--- config.mk ---
export PLATFORM = sky130hd
export DESIGN_NAME = alu_issue_ctrl_flat
export DESIGN_NICKNAME = d
export VERILOG_FILES = /design/src/rtl/alu_pkg.sv /design/src/rtl/alu_issue_ctrl_if.sv /design/src/rtl/alu_issue_ctrl.sv /design/src/flat_wrapper.sv
export SDC_FILE = /design/constraint.sdc
export NUM_CORES = 1
export LEC_CHECK = 0
export CORE_ASPECT_RATIO = 0.75
export CORE_MARGIN = 4
export CORE_UTILIZATION = 44
export DETAILED_ROUTE_END_ITERATION = 8
export PLACE_DENSITY = 0.8
export SLEW_MARGIN = 20
export SYNTH_ARGS = -nofsm -noshare
export SYNTH_HDL_FRONTEND = slang
export SYNTH_SLANG_ARGS = --single-unit
export TNS_END_PERCENT = 10
--- constraint.sdc ---
create_clock -name clk -period 2.1 [get_ports clk]
set_input_delay 0.21 -clock clk [delete_from_list [all_inputs] [get_ports clk]]
set_output_delay 0.21 -clock clk [all_outputs]
set_load 0.05 [all_outputs]
--- src/rtl/alu_pkg.sv ---
// Shared definitions for the ALU issue/retire stage: opcodes, default latencies
// and the FSM state encoding.
package alu_pkg;

  typedef logic [2:0] op_t;

  localparam op_t OP_ADD = 3'b000;
  localparam op_t OP_SUB = 3'b001;
  localparam op_t OP_AND = 3'b010;
  localparam op_t OP_OR  = 3'b011;
  localparam op_t OP_XOR = 3'b100;
  localparam op_t OP_MUL = 3'b101;
  localparam op_t OP_DIV = 3'b110;
  localparam op_t OP_ILL = 3'b111;

  localparam int LAT_SIMPLE_DEF = 1;
  localparam int LAT_MUL_DEF    = 3;
  localparam int LAT_DIV_DEF    = 4;
  localparam int CNT_W          = 8;

  localparam logic [1:0] IDLE = 2'd0;
  localparam logic [1:0] EXEC = 2'd1;
  localparam logic [1:0] RESP = 2'd2;

endpackage

--- src/rtl/alu_issue_ctrl_if.sv ---
// Command and response handshake bundle for alu_issue_ctrl.
// cmd_use_carry exists only when ALU_CARRY_CHAIN_EN is defined.
interface alu_issue_ctrl_if #(parameter int TAG_W = 4);

  logic             cmd_valid;
  logic             cmd_ready;
  logic [2:0]       cmd_op;
  logic [7:0]       cmd_a;
  logic [7:0]       cmd_b;
  logic [TAG_W-1:0] cmd_tag;

  logic             rsp_valid;
  logic             rsp_ready;
  logic [15:0]      rsp_result;
  logic             rsp_cout;
  logic [TAG_W-1:0] rsp_tag;
  logic             rsp_zero;
  logic             rsp_neg;
  logic             rsp_dz;
  logic             rsp_ill;

`ifdef ALU_CARRY_CHAIN_EN
  logic             cmd_use_carry;

  modport master (
    output cmd_valid, cmd_op, cmd_a, cmd_b, cmd_tag, cmd_use_carry, rsp_ready,
    input  cmd_ready, rsp_valid, rsp_result, rsp_cout, rsp_tag,
           rsp_zero, rsp_neg, rsp_dz, rsp_ill
  );

  modport slave (
    input  cmd_valid, cmd_op, cmd_a, cmd_b, cmd_tag, cmd_use_carry, rsp_ready,
    output cmd_ready, rsp_valid, rsp_result, rsp_cout, rsp_tag,
           rsp_zero, rsp_neg, rsp_dz, rsp_ill
  );
`else
  modport master (
    output cmd_valid, cmd_op, cmd_a, cmd_b, cmd_tag, rsp_ready,
    input  cmd_ready, rsp_valid, rsp_result, rsp_cout, rsp_tag,
           rsp_zero, rsp_neg, rsp_dz, rsp_ill
  );

  modport slave (
    input  cmd_valid, cmd_op, cmd_a, cmd_b, cmd_tag, rsp_ready,
    output cmd_ready, rsp_valid, rsp_result, rsp_cout, rsp_tag,
           rsp_zero, rsp_neg, rsp_dz, rsp_ill
  );
`endif

endinterface

--- src/rtl/alu_issue_ctrl.sv ---
// Issue/retire stage in front of the combinational alu_8bit: registers operands,
// waits a per-opcode latency, captures the result. Carry chaining: ALU_CARRY_CHAIN_EN.
module alu_issue_ctrl
  import alu_pkg::*;
#(
  parameter int TAG_W      = 4,
  parameter int LAT_SIMPLE = LAT_SIMPLE_DEF,
  parameter int LAT_MUL    = LAT_MUL_DEF,
  parameter int LAT_DIV    = LAT_DIV_DEF
) (
  input  logic                   clk,
  input  logic                   rst_n,
  alu_issue_ctrl_if.slave        bus,
  output logic [7:0]             alu_a,
  output logic [7:0]             alu_b,
  output logic [2:0]             alu_op,
  output logic                   alu_cin,
  input  logic [15:0]            alu_result,
  input  logic                   alu_cout,
  output logic                   busy
);

  logic [1:0]       state_q;
  logic [CNT_W-1:0] cnt_q;
  logic [TAG_W-1:0] tag_q;
  logic             rsp_valid_q;
  logic [15:0]      rsp_result_q;
  logic             rsp_cout_q;
  logic             rsp_zero_q;
  logic             rsp_neg_q;
  logic             rsp_dz_q;
  logic             rsp_ill_q;

  logic accept;
  logic div_zero;
  logic capture;

  function automatic logic [CNT_W-1:0] lat_of(input op_t op);
    case (op)
      OP_MUL:  return CNT_W'(LAT_MUL);
      OP_DIV:  return CNT_W'(LAT_DIV);
      default: return CNT_W'(LAT_SIMPLE);
    endcase
  endfunction

  // A held response can be retired and replaced by a new command in the same edge.
  assign bus.cmd_ready = rst_n & ((state_q == IDLE) | ((state_q == RESP) & bus.rsp_ready));
  assign accept        = bus.cmd_valid & bus.cmd_ready;
  assign div_zero      = (bus.cmd_op == OP_DIV) && (bus.cmd_b == 8'd0);
  assign capture       = (state_q == EXEC) && (cnt_q == CNT_W'(1));
  assign busy          = (state_q != IDLE);

  always_ff @(posedge clk or negedge rst_n) begin
    if (!rst_n) begin
      state_q      <= IDLE;
      cnt_q        <= '0;
      alu_a        <= '0;
      alu_b        <= '0;
      alu_op       <= '0;
      tag_q        <= '0;
      rsp_valid_q  <= 1'b0;
      rsp_result_q <= '0;
      rsp_cout_q   <= 1'b0;
      rsp_zero_q   <= 1'b0;
      rsp_neg_q    <= 1'b0;
      rsp_dz_q     <= 1'b0;
      rsp_ill_q    <= 1'b0;
    end else if (accept) begin
      alu_a  <= bus.cmd_a;
      alu_b  <= bus.cmd_b;
      alu_op <= bus.cmd_op;
      tag_q  <= bus.cmd_tag;
      // Faults never reach the ALU result path: they answer straight away with a zero result.
      if ((bus.cmd_op == OP_ILL) || div_zero) begin
        state_q      <= RESP;
        cnt_q        <= '0;
        rsp_valid_q  <= 1'b1;
        rsp_result_q <= '0;
        rsp_cout_q   <= 1'b0;
        rsp_zero_q   <= 1'b1;
        rsp_neg_q    <= 1'b0;
        rsp_dz_q     <= div_zero;
        rsp_ill_q    <= (bus.cmd_op == OP_ILL);
      end else begin
        state_q     <= EXEC;
        cnt_q       <= lat_of(bus.cmd_op);
        rsp_valid_q <= 1'b0;
      end
    end else begin
      case (state_q)
        EXEC: begin
          cnt_q <= cnt_q - CNT_W'(1);
          if (capture) begin
            state_q      <= RESP;
            rsp_valid_q  <= 1'b1;
            rsp_result_q <= alu_result;
            rsp_cout_q   <= ((alu_op == OP_ADD) || (alu_op == OP_SUB)) & alu_cout;
            rsp_zero_q   <= (alu_result == 16'd0);
            rsp_neg_q    <= alu_result[15];
            rsp_dz_q     <= 1'b0;
            rsp_ill_q    <= 1'b0;
          end
        end
        RESP: begin
          if (bus.rsp_ready) begin
            state_q     <= IDLE;
            rsp_valid_q <= 1'b0;
          end
        end
        IDLE:    ;
        default: state_q <= IDLE;
      endcase
    end
  end

  assign bus.rsp_valid  = rsp_valid_q;
  assign bus.rsp_result = rsp_result_q;
  assign bus.rsp_cout   = rsp_cout_q;
  assign bus.rsp_tag    = tag_q;
  assign bus.rsp_zero   = rsp_zero_q;
  assign bus.rsp_neg    = rsp_neg_q;
  assign bus.rsp_dz     = rsp_dz_q;
  assign bus.rsp_ill    = rsp_ill_q;

`ifdef ALU_CARRY_CHAIN_EN
  logic use_carry_q;
  logic carry_q;

  // carry_q remembers the last add/sub carry so a chained add can continue a wider sum.
  always_ff @(posedge clk or negedge rst_n) begin
    if (!rst_n) begin
      use_carry_q <= 1'b0;
      carry_q     <= 1'b0;
    end else begin
      if (accept) begin
        use_carry_q <= bus.cmd_use_carry;
      end
      if (capture && ((alu_op == OP_ADD) || (alu_op == OP_SUB))) begin
        carry_q <= alu_cout;
      end
    end
  end

  assign alu_cin = (state_q == EXEC) && (alu_op == OP_ADD) && use_carry_q && carry_q;
`else
  assign alu_cin = 1'b0;
`endif

endmodule

--- src/flat_wrapper.sv ---
// flat-port wrapper written by rule: the top's interface ports become plain ports
module alu_issue_ctrl_flat import alu_pkg::*;
#(
  parameter int TAG_W      = 4,
  parameter int LAT_SIMPLE = LAT_SIMPLE_DEF,
  parameter int LAT_MUL    = LAT_MUL_DEF,
  parameter int LAT_DIV    = LAT_DIV_DEF
)
  (clk, rst_n, alu_a, alu_b, alu_op, alu_cin, alu_result, alu_cout, busy, bus_cmd_valid, bus_cmd_op, bus_cmd_a, bus_cmd_b, bus_cmd_tag, bus_rsp_ready, bus_cmd_ready, bus_rsp_valid, bus_rsp_result, bus_rsp_cout, bus_rsp_tag, bus_rsp_zero, bus_rsp_neg, bus_rsp_dz, bus_rsp_ill);
  alu_issue_ctrl_if #(.TAG_W(TAG_W)) bus_i ();
  input  logic clk;
  input  logic rst_n;
  output logic [7:0] alu_a;
  output logic [7:0] alu_b;
  output logic [2:0] alu_op;
  output logic alu_cin;
  input  logic [15:0] alu_result;
  input  logic alu_cout;
  output logic busy;
  input wire logic [$bits(bus_i.cmd_valid)-1:0] bus_cmd_valid;
  input wire logic [$bits(bus_i.cmd_op)-1:0] bus_cmd_op;
  input wire logic [$bits(bus_i.cmd_a)-1:0] bus_cmd_a;
  input wire logic [$bits(bus_i.cmd_b)-1:0] bus_cmd_b;
  input wire logic [$bits(bus_i.cmd_tag)-1:0] bus_cmd_tag;
  input wire logic [$bits(bus_i.rsp_ready)-1:0] bus_rsp_ready;
  output wire logic [$bits(bus_i.cmd_ready)-1:0] bus_cmd_ready;
  output wire logic [$bits(bus_i.rsp_valid)-1:0] bus_rsp_valid;
  output wire logic [$bits(bus_i.rsp_result)-1:0] bus_rsp_result;
  output wire logic [$bits(bus_i.rsp_cout)-1:0] bus_rsp_cout;
  output wire logic [$bits(bus_i.rsp_tag)-1:0] bus_rsp_tag;
  output wire logic [$bits(bus_i.rsp_zero)-1:0] bus_rsp_zero;
  output wire logic [$bits(bus_i.rsp_neg)-1:0] bus_rsp_neg;
  output wire logic [$bits(bus_i.rsp_dz)-1:0] bus_rsp_dz;
  output wire logic [$bits(bus_i.rsp_ill)-1:0] bus_rsp_ill;
  assign bus_i.cmd_valid = bus_cmd_valid;
  assign bus_i.cmd_op = bus_cmd_op;
  assign bus_i.cmd_a = bus_cmd_a;
  assign bus_i.cmd_b = bus_cmd_b;
  assign bus_i.cmd_tag = bus_cmd_tag;
  assign bus_i.rsp_ready = bus_rsp_ready;
  assign bus_cmd_ready = bus_i.cmd_ready;
  assign bus_rsp_valid = bus_i.rsp_valid;
  assign bus_rsp_result = bus_i.rsp_result;
  assign bus_rsp_cout = bus_i.rsp_cout;
  assign bus_rsp_tag = bus_i.rsp_tag;
  assign bus_rsp_zero = bus_i.rsp_zero;
  assign bus_rsp_neg = bus_i.rsp_neg;
  assign bus_rsp_dz = bus_i.rsp_dz;
  assign bus_rsp_ill = bus_i.rsp_ill;
  alu_issue_ctrl #(.TAG_W(TAG_W), .LAT_SIMPLE(LAT_SIMPLE), .LAT_MUL(LAT_MUL), .LAT_DIV(LAT_DIV)) u_core (.clk(clk), .rst_n(rst_n), .bus(bus_i), .alu_a(alu_a), .alu_b(alu_b), .alu_op(alu_op), .alu_cin(alu_cin), .alu_result(alu_result), .alu_cout(alu_cout), .busy(busy));
endmodule
# Word level (Yosys, flattened, before mapping)

Index checks and enable logic that the tools add are counted.

Register bits: 55
Logic and storage cells: 80

Add/sub/neg operators: 1
Equal/unequal tests: 11
Multiplexer cells: 35
Bitwise gates (word level): 5
Reduce and logical (&&, ||, !) cells: 15

Operators with widths:

| operator                                              | number |
|---|---|
| 2-to-1 mux 16 bit                                     | 4 |
| 2-to-1 mux 8 bit                                      | 3 |
| 2-to-1 mux 1 bit                                      | 21 |
| logical NOT 16 bit                                    | 1 |
| equality test 3 bit, second input constant            | 3 |
| AND reduction 3 bit                                   | 3 |
| equality test 8 x 1 -> 1 bit, second input constant   | 1 |
| logical NOT 8 bit                                     | 1 |
| 2-to-1 mux 2 bit                                      | 4 |
| subtractor 8 x 1 -> 8 bit, second input constant      | 1 |
| one-hot mux 2 bit (3 select lines)                    | 1 |
| one-hot mux 3 bit (2 select lines)                    | 1 |
| nonzero test 2 bit                                    | 3 |
| bitwise AND 1 bit                                     | 4 |
| equality test 3 x 1 -> 1 bit, second input constant   | 1 |
| logical NOT 3 bit                                     | 1 |
| inequality test 3 x 1 -> 1 bit, second input constant | 1 |
| inequality test 3 x 2 -> 1 bit, second input constant | 1 |
| nonzero test 3 bit                                    | 1 |
| equality test 2 x 1 -> 1 bit, second input constant   | 1 |
| equality test 2 bit, second input constant            | 1 |
| logical AND 1 bit                                     | 2 |
| logical NOT 2 bit                                     | 1 |
| logical OR 1 bit                                      | 2 |
| other kinds (4)                                       | 4 |

# Logic depth before layout (Yosys ltp)

Depth after elaboration: 7
Gate-level depth with buffers: 8
Gate-level depth less buffers: 6

# Least setup slack after synthesis

OpenSTA, ideal clock, no wires.

Path kind: register -> register
Start: register u_core.state_q[0]
End: register u_core.rsp_valid_q (netlist: u_core.bus.rsp_valid)
Setup time: 0.126 ns
Arrival: 1.549 ns
Data required time: 1.974 ns
Setup slack: 0.424 ns
Cell stages (with the launch flop): 7
Path buffers: 0
Path through: dfrtp_1 inv_1 ha_1 a21o_1 nand3_1 and4b_1 a311o_1

Word-level cells in the longest chain between the ends: 7

RTL lines:

| element                                                                       | RTL line                                   | RTL |
|---|---|---|
| start, declared                                                               | alu_issue_ctrl.sv:23                       | `logic [1:0] state_q;` |
| start signal, assigned                                                        | alu_issue_ctrl.sv:55                       | `state_q <= IDLE;` |
| start signal, assigned                                                        | alu_issue_ctrl.sv:75                       | `state_q <= RESP;` |
| start signal, assigned                                                        | alu_issue_ctrl.sv:85                       | `state_q <= EXEC;` |
| equality test 2 bit                                                           | alu_issue_ctrl.sv:47, alu_issue_ctrl.sv:90 |  |
| bitwise AND 1 bit                                                             | alu_issue_ctrl.sv:47                       | `assign bus.cmd_ready = rst_n & ((state_q == IDLE) \| ((state_q == RESP) & bus.rsp_ready));` |
| bitwise OR 1 bit                                                              | alu_issue_ctrl.sv:47                       |  |
| bitwise AND 1 bit                                                             | alu_issue_ctrl.sv:47                       |  |
| bitwise AND 1 bit                                                             | alu_issue_ctrl.sv:48                       | `assign accept = bus.cmd_valid & bus.cmd_ready;` |
| inequality test 3 x 1 -> 1 bit (no source line), or another cell as far along | -                                          |  |
| AND reduction 3 bit (no source line)                                          | -                                          |  |
| end signal, assigned                                                          | alu_issue_ctrl.sv:61                       | `rsp_valid_q <= 1'b0;` |
| end signal, assigned                                                          | alu_issue_ctrl.sv:77                       | `rsp_valid_q <= 1'b1;` |
| end signal, assigned                                                          | alu_issue_ctrl.sv:87                       | `rsp_valid_q <= 1'b0;` |
| end, declared                                                                 | alu_issue_ctrl.sv:26                       | `logic rsp_valid_q;` |

Several ways; a longest one is shown, not always the timed one.
A chain may end at the register's enable or synchronous reset.

# Worst setup path in the final report

Start: register u_core.state_q[0]
End: register u_core.rsp_result_q[3] (netlist: u_core.bus.rsp_result[3])

Word-level cells in the longest chain between the ends: 7

RTL lines:

| element                                                                      | RTL line             | RTL |
|---|---|---|
| equality test 2 bit                                                          | alu_issue_ctrl.sv:47 |  |
| bitwise AND 1 bit                                                            | alu_issue_ctrl.sv:47 |  |
| bitwise OR 1 bit                                                             | alu_issue_ctrl.sv:47 |  |
| bitwise AND 1 bit                                                            | alu_issue_ctrl.sv:47 |  |
| bitwise AND 1 bit                                                            | alu_issue_ctrl.sv:48 |  |
| inequality test 2 bit (no source line) or nonzero test 2 bit (tied branches) | -                    |  |
| AND reduction 3 bit (no source line)                                         | -                    |  |
| end signal, assigned                                                         | alu_issue_ctrl.sv:96 | `rsp_result_q <= alu_result;` |
| end, declared                                                                | alu_issue_ctrl.sv:27 | `logic [15:0] rsp_result_q;` |

Several ways; a longest one is shown, not always the timed one.

==> results.json <==
{
  "outcome": "finished clean",
  "slew_viol_final": 0,
  "rows": 23,
  "worstPathMaxFanout": 19,
  "synth_ff_type": "dfrtp_1",
  "syn2layout_area_growth_pct": 45.6,
  "synth-seq-cells": 54,
  "ys_seq_area_frac": 0.559,
  "cp.required_ps": 2300,
  "final.setup.tns_ps": 0,
  "grt_max_degree": 42,
  "cts_root_buf": "clkbuf_8",
  "netlist_instances": 233,
  "viasPerCell": 5.00,
  "clockBufferDepth": 2,
  "crit_path_end_kind": "register",
  "drive_above_1_share": 0.106,
  "cts_resized": 0,
  "mostFrequentLayoutCells": "87 x clkdlybuf4s50_1, 77 x nand2_1, 54 x dfrtp_1, 10 x nor2_1, 10 x buf_4",
  "worstSetupStartpointType": "register",
  "io_pins": 92,
  "timing.fmax_ghz": 0.542,
  "numCtsBuffers": 5,
  "clkLatencyLatePin_ps": 300,
  "die_h_um": 72.2,
  "first_pass_iters": 4,
  "n_fill_cell": 434,
  "dpl_cell_area_um2": 3430,
  "layout_commonest_cell": "clkdlybuf4s50_1",
  "wl_per_cell_um": 14.9,
  "p_leak_nw": 1.61,
  "cts_num_sinks": 54,
  "post-route-period-util": 0.879,
  "placed_cells": 397,
  "fin_nets": 379,
  "die_w_um": 93.6,
  "hold_class": "in2reg",
  "finalPower_w": 0.00576,
  "ant_nets": 0,
  "worstPathArrival_ps": 2040,
  "relSlewSlack": 0.610,
  "cts_tree": "done",
  "io_buffers": 90,
  "setup_violations": 0,
  "max_cap_violations": 0,
  "utilization": 0.661,
  "globalRoute.totalOverflow": 0,
  "avgSynthCellArea_um2": 10.4,
  "synth_edf_count": 0,
  "tightest_slew_ps": 576,
  "post_cts_buffers": 0,
  "grt_pass1_wl_mm": 9.89,
  "htreeDepth": 2,
  "grt_setup_unrepaired": "false",
  "async_reset_ff_frac": 1.00,
  "yosysWarnings": 0,
  "start_util": 0.454,
  "clk_pin_slew_ps": 90,
  "core_area_um2": 5320,
  "synth_nets": 282,
  "crit_type": "reg2reg",
  "dp_hpwl_mm": 4.64,
  "drt-total-wl_mm": 6.03,
  "fin_cells": 405,
  "drc": 0,
  "dieArea_um2": 6750,
  "synth_area_um2": 2420,
  "p_per_area_nw_per_um2": 1640,
  "grt_usage": 0.185,
  "ir_drop_mv": 0.763,
  "n_antenna_cell": 0,
  "hold_viol_final": 0,
  "antenna_found_initial": 0,
  "synth_cell_types": 42,
  "vias": 2023,
  "first_iter_violations": 68,
  "fin_skew_ps": 6.02,
  "final_area_um2": 3520,
  "hold_buffers": 1,
  "grt_pass1_vias": 2067,
  "finalWeightedCongestion": 0.868,
  "min_period_ps": 1850
}
-- critical path: stages (launching register included) --
cell       delay (ps)
dfrtp_1           380
inv_1              70
ha_1              240
a21oi_1           280
o2111ai_1         220
o21a_1            190
buf_12            160
a22o_2            210
-- cell usage after synthesis (2+ instances only) --
master,n,share of area
nand2_1,77,0.12
dfrtp_1,54,0.56
nor2_1,11,0.017
a22o_1,9,0.033
a22o_2,7,0.029
inv_1,7,0.011
clkbuf_1,5,0.0078
ha_1,5,0.026
nor4_1,5,0.013
o2bb2ai_1,4,0.014
xnor2_1,4,0.014
a21oi_1,3,0.0062
buf_6,3,0.014
o21ai_0,3,0.0062
xor2_1,3,0.011
buf_4,2,0.0062
mux2_2,2,0.0093
nand3_1,2,0.0041
nand4_1,2,0.0052
nor3_1,2,0.0041
nor4b_1,2,0.0073
-- where the power goes --
| part | internal (W) | total (W) | switching [W] |
|---|---|---|---|
| registers | 0.00148 | 0.00177 | 0.000291 |
| clock network | 0.000230 | 0.000534 | 0.000304 |
| logic | 0.00125 | 0.00345 | 0.00220 |
-- path summary, 6_finish.rpt --
path / end / depth (start not counted) / start / slack [ps]
max: u_core.bus.rsp_result[3]$_DFFE_PN0P_ / 7 / u_core.state_q[0]$_DFFE_PN0P_ / 250
min: u_core.alu_a[4]$_DFFE_PN0P_ / 3 / bus_cmd_a[4] / 430
max reg2reg: u_core.bus.rsp_result[3]$_DFFE_PN0P_ / 7 / u_core.state_q[0]$_DFFE_PN0P_ / 250
min reg2reg: u_core.alu_b[7]$_DFFE_PN0P_ / 2 / u_core.alu_b[7]$_DFFE_PN0P_ / 480
max in group asynchronous: u_core.alu_a[3]$_DFFE_PN0P_ / 3 / rst_n / 1170
min in group asynchronous: u_core.alu_b[1]$_DFFE_PN0P_ / 3 / rst_n / 450
-- kinds of logic after synthesis --
family | after synthesis | synth area share
AOI/OAI and AO/OA | 35 | 0.121
buffers and inverters | 18 | 0.0409
and+or+nand+nor | 111 | 0.216
muxes | 2 | 0.00932
DFF | 54 | 0.559
other | 1 | 0.00155
adders and majority gates | 5 | 0.0259
xor gates and xnor gates | 7 | 0.0254
-- flip-flops by register name (all words and copies together) (netlist names) --
register / count
u_core.bus.rsp_valid: 1
u_core.bus.rsp_zero: 1
u_core.bus.rsp_ill: 1
u_core.alu_op: 3
u_core.cnt_q: 8
u_core.bus.rsp_tag: 4
u_core.state_q: 2
u_core.alu_a: 8
u_core.bus.rsp_result: 16
u_core.bus.rsp_cout: 1
u_core.bus.rsp_dz: 1
u_core.alu_b: 8
-- metal layers --
layer / vias to the layer above / track usage / part of all wire / routed length [µm]
met2: 48 / 0.311 / 0.48 / 2900
met4: 0 / 0.0433 / 0.011 / 64
li1: 986 / - / - / -
met1: 982 / 0.254 / 0.46 / 2780
met5: - / 0 / 0 / 0
met3: 7 / 0.0321 / 0.046 / 275
-- final cells by class --
| class | instances | area [µm²] | share of cell area |
|---|---|---|---|
| Clock buffer | 7 | 76.3 | 0.0217 |
| Inverter | 7 | 26.3 | 0.00747 |
| Multi-Input combinational cell | 161 | 968 | 0.275 |
| Sequential cell | 54 | 1350 | 0.384 |
| Tap cell | 75 | 93.8 | 0.0267 |
| Timing Repair Buffer | 101 | 1000 | 0.285 |
-- per-stage QoR --
stage,worst slack [ps],hold slack [ps]
after floorplan,424,-85.6
after global placement,145,229
after detailed placement,96.1,233
after CTS,270,425
after global routing,121,434
final,254,428
No activity file was read; power rests on OpenSTA's default activity.
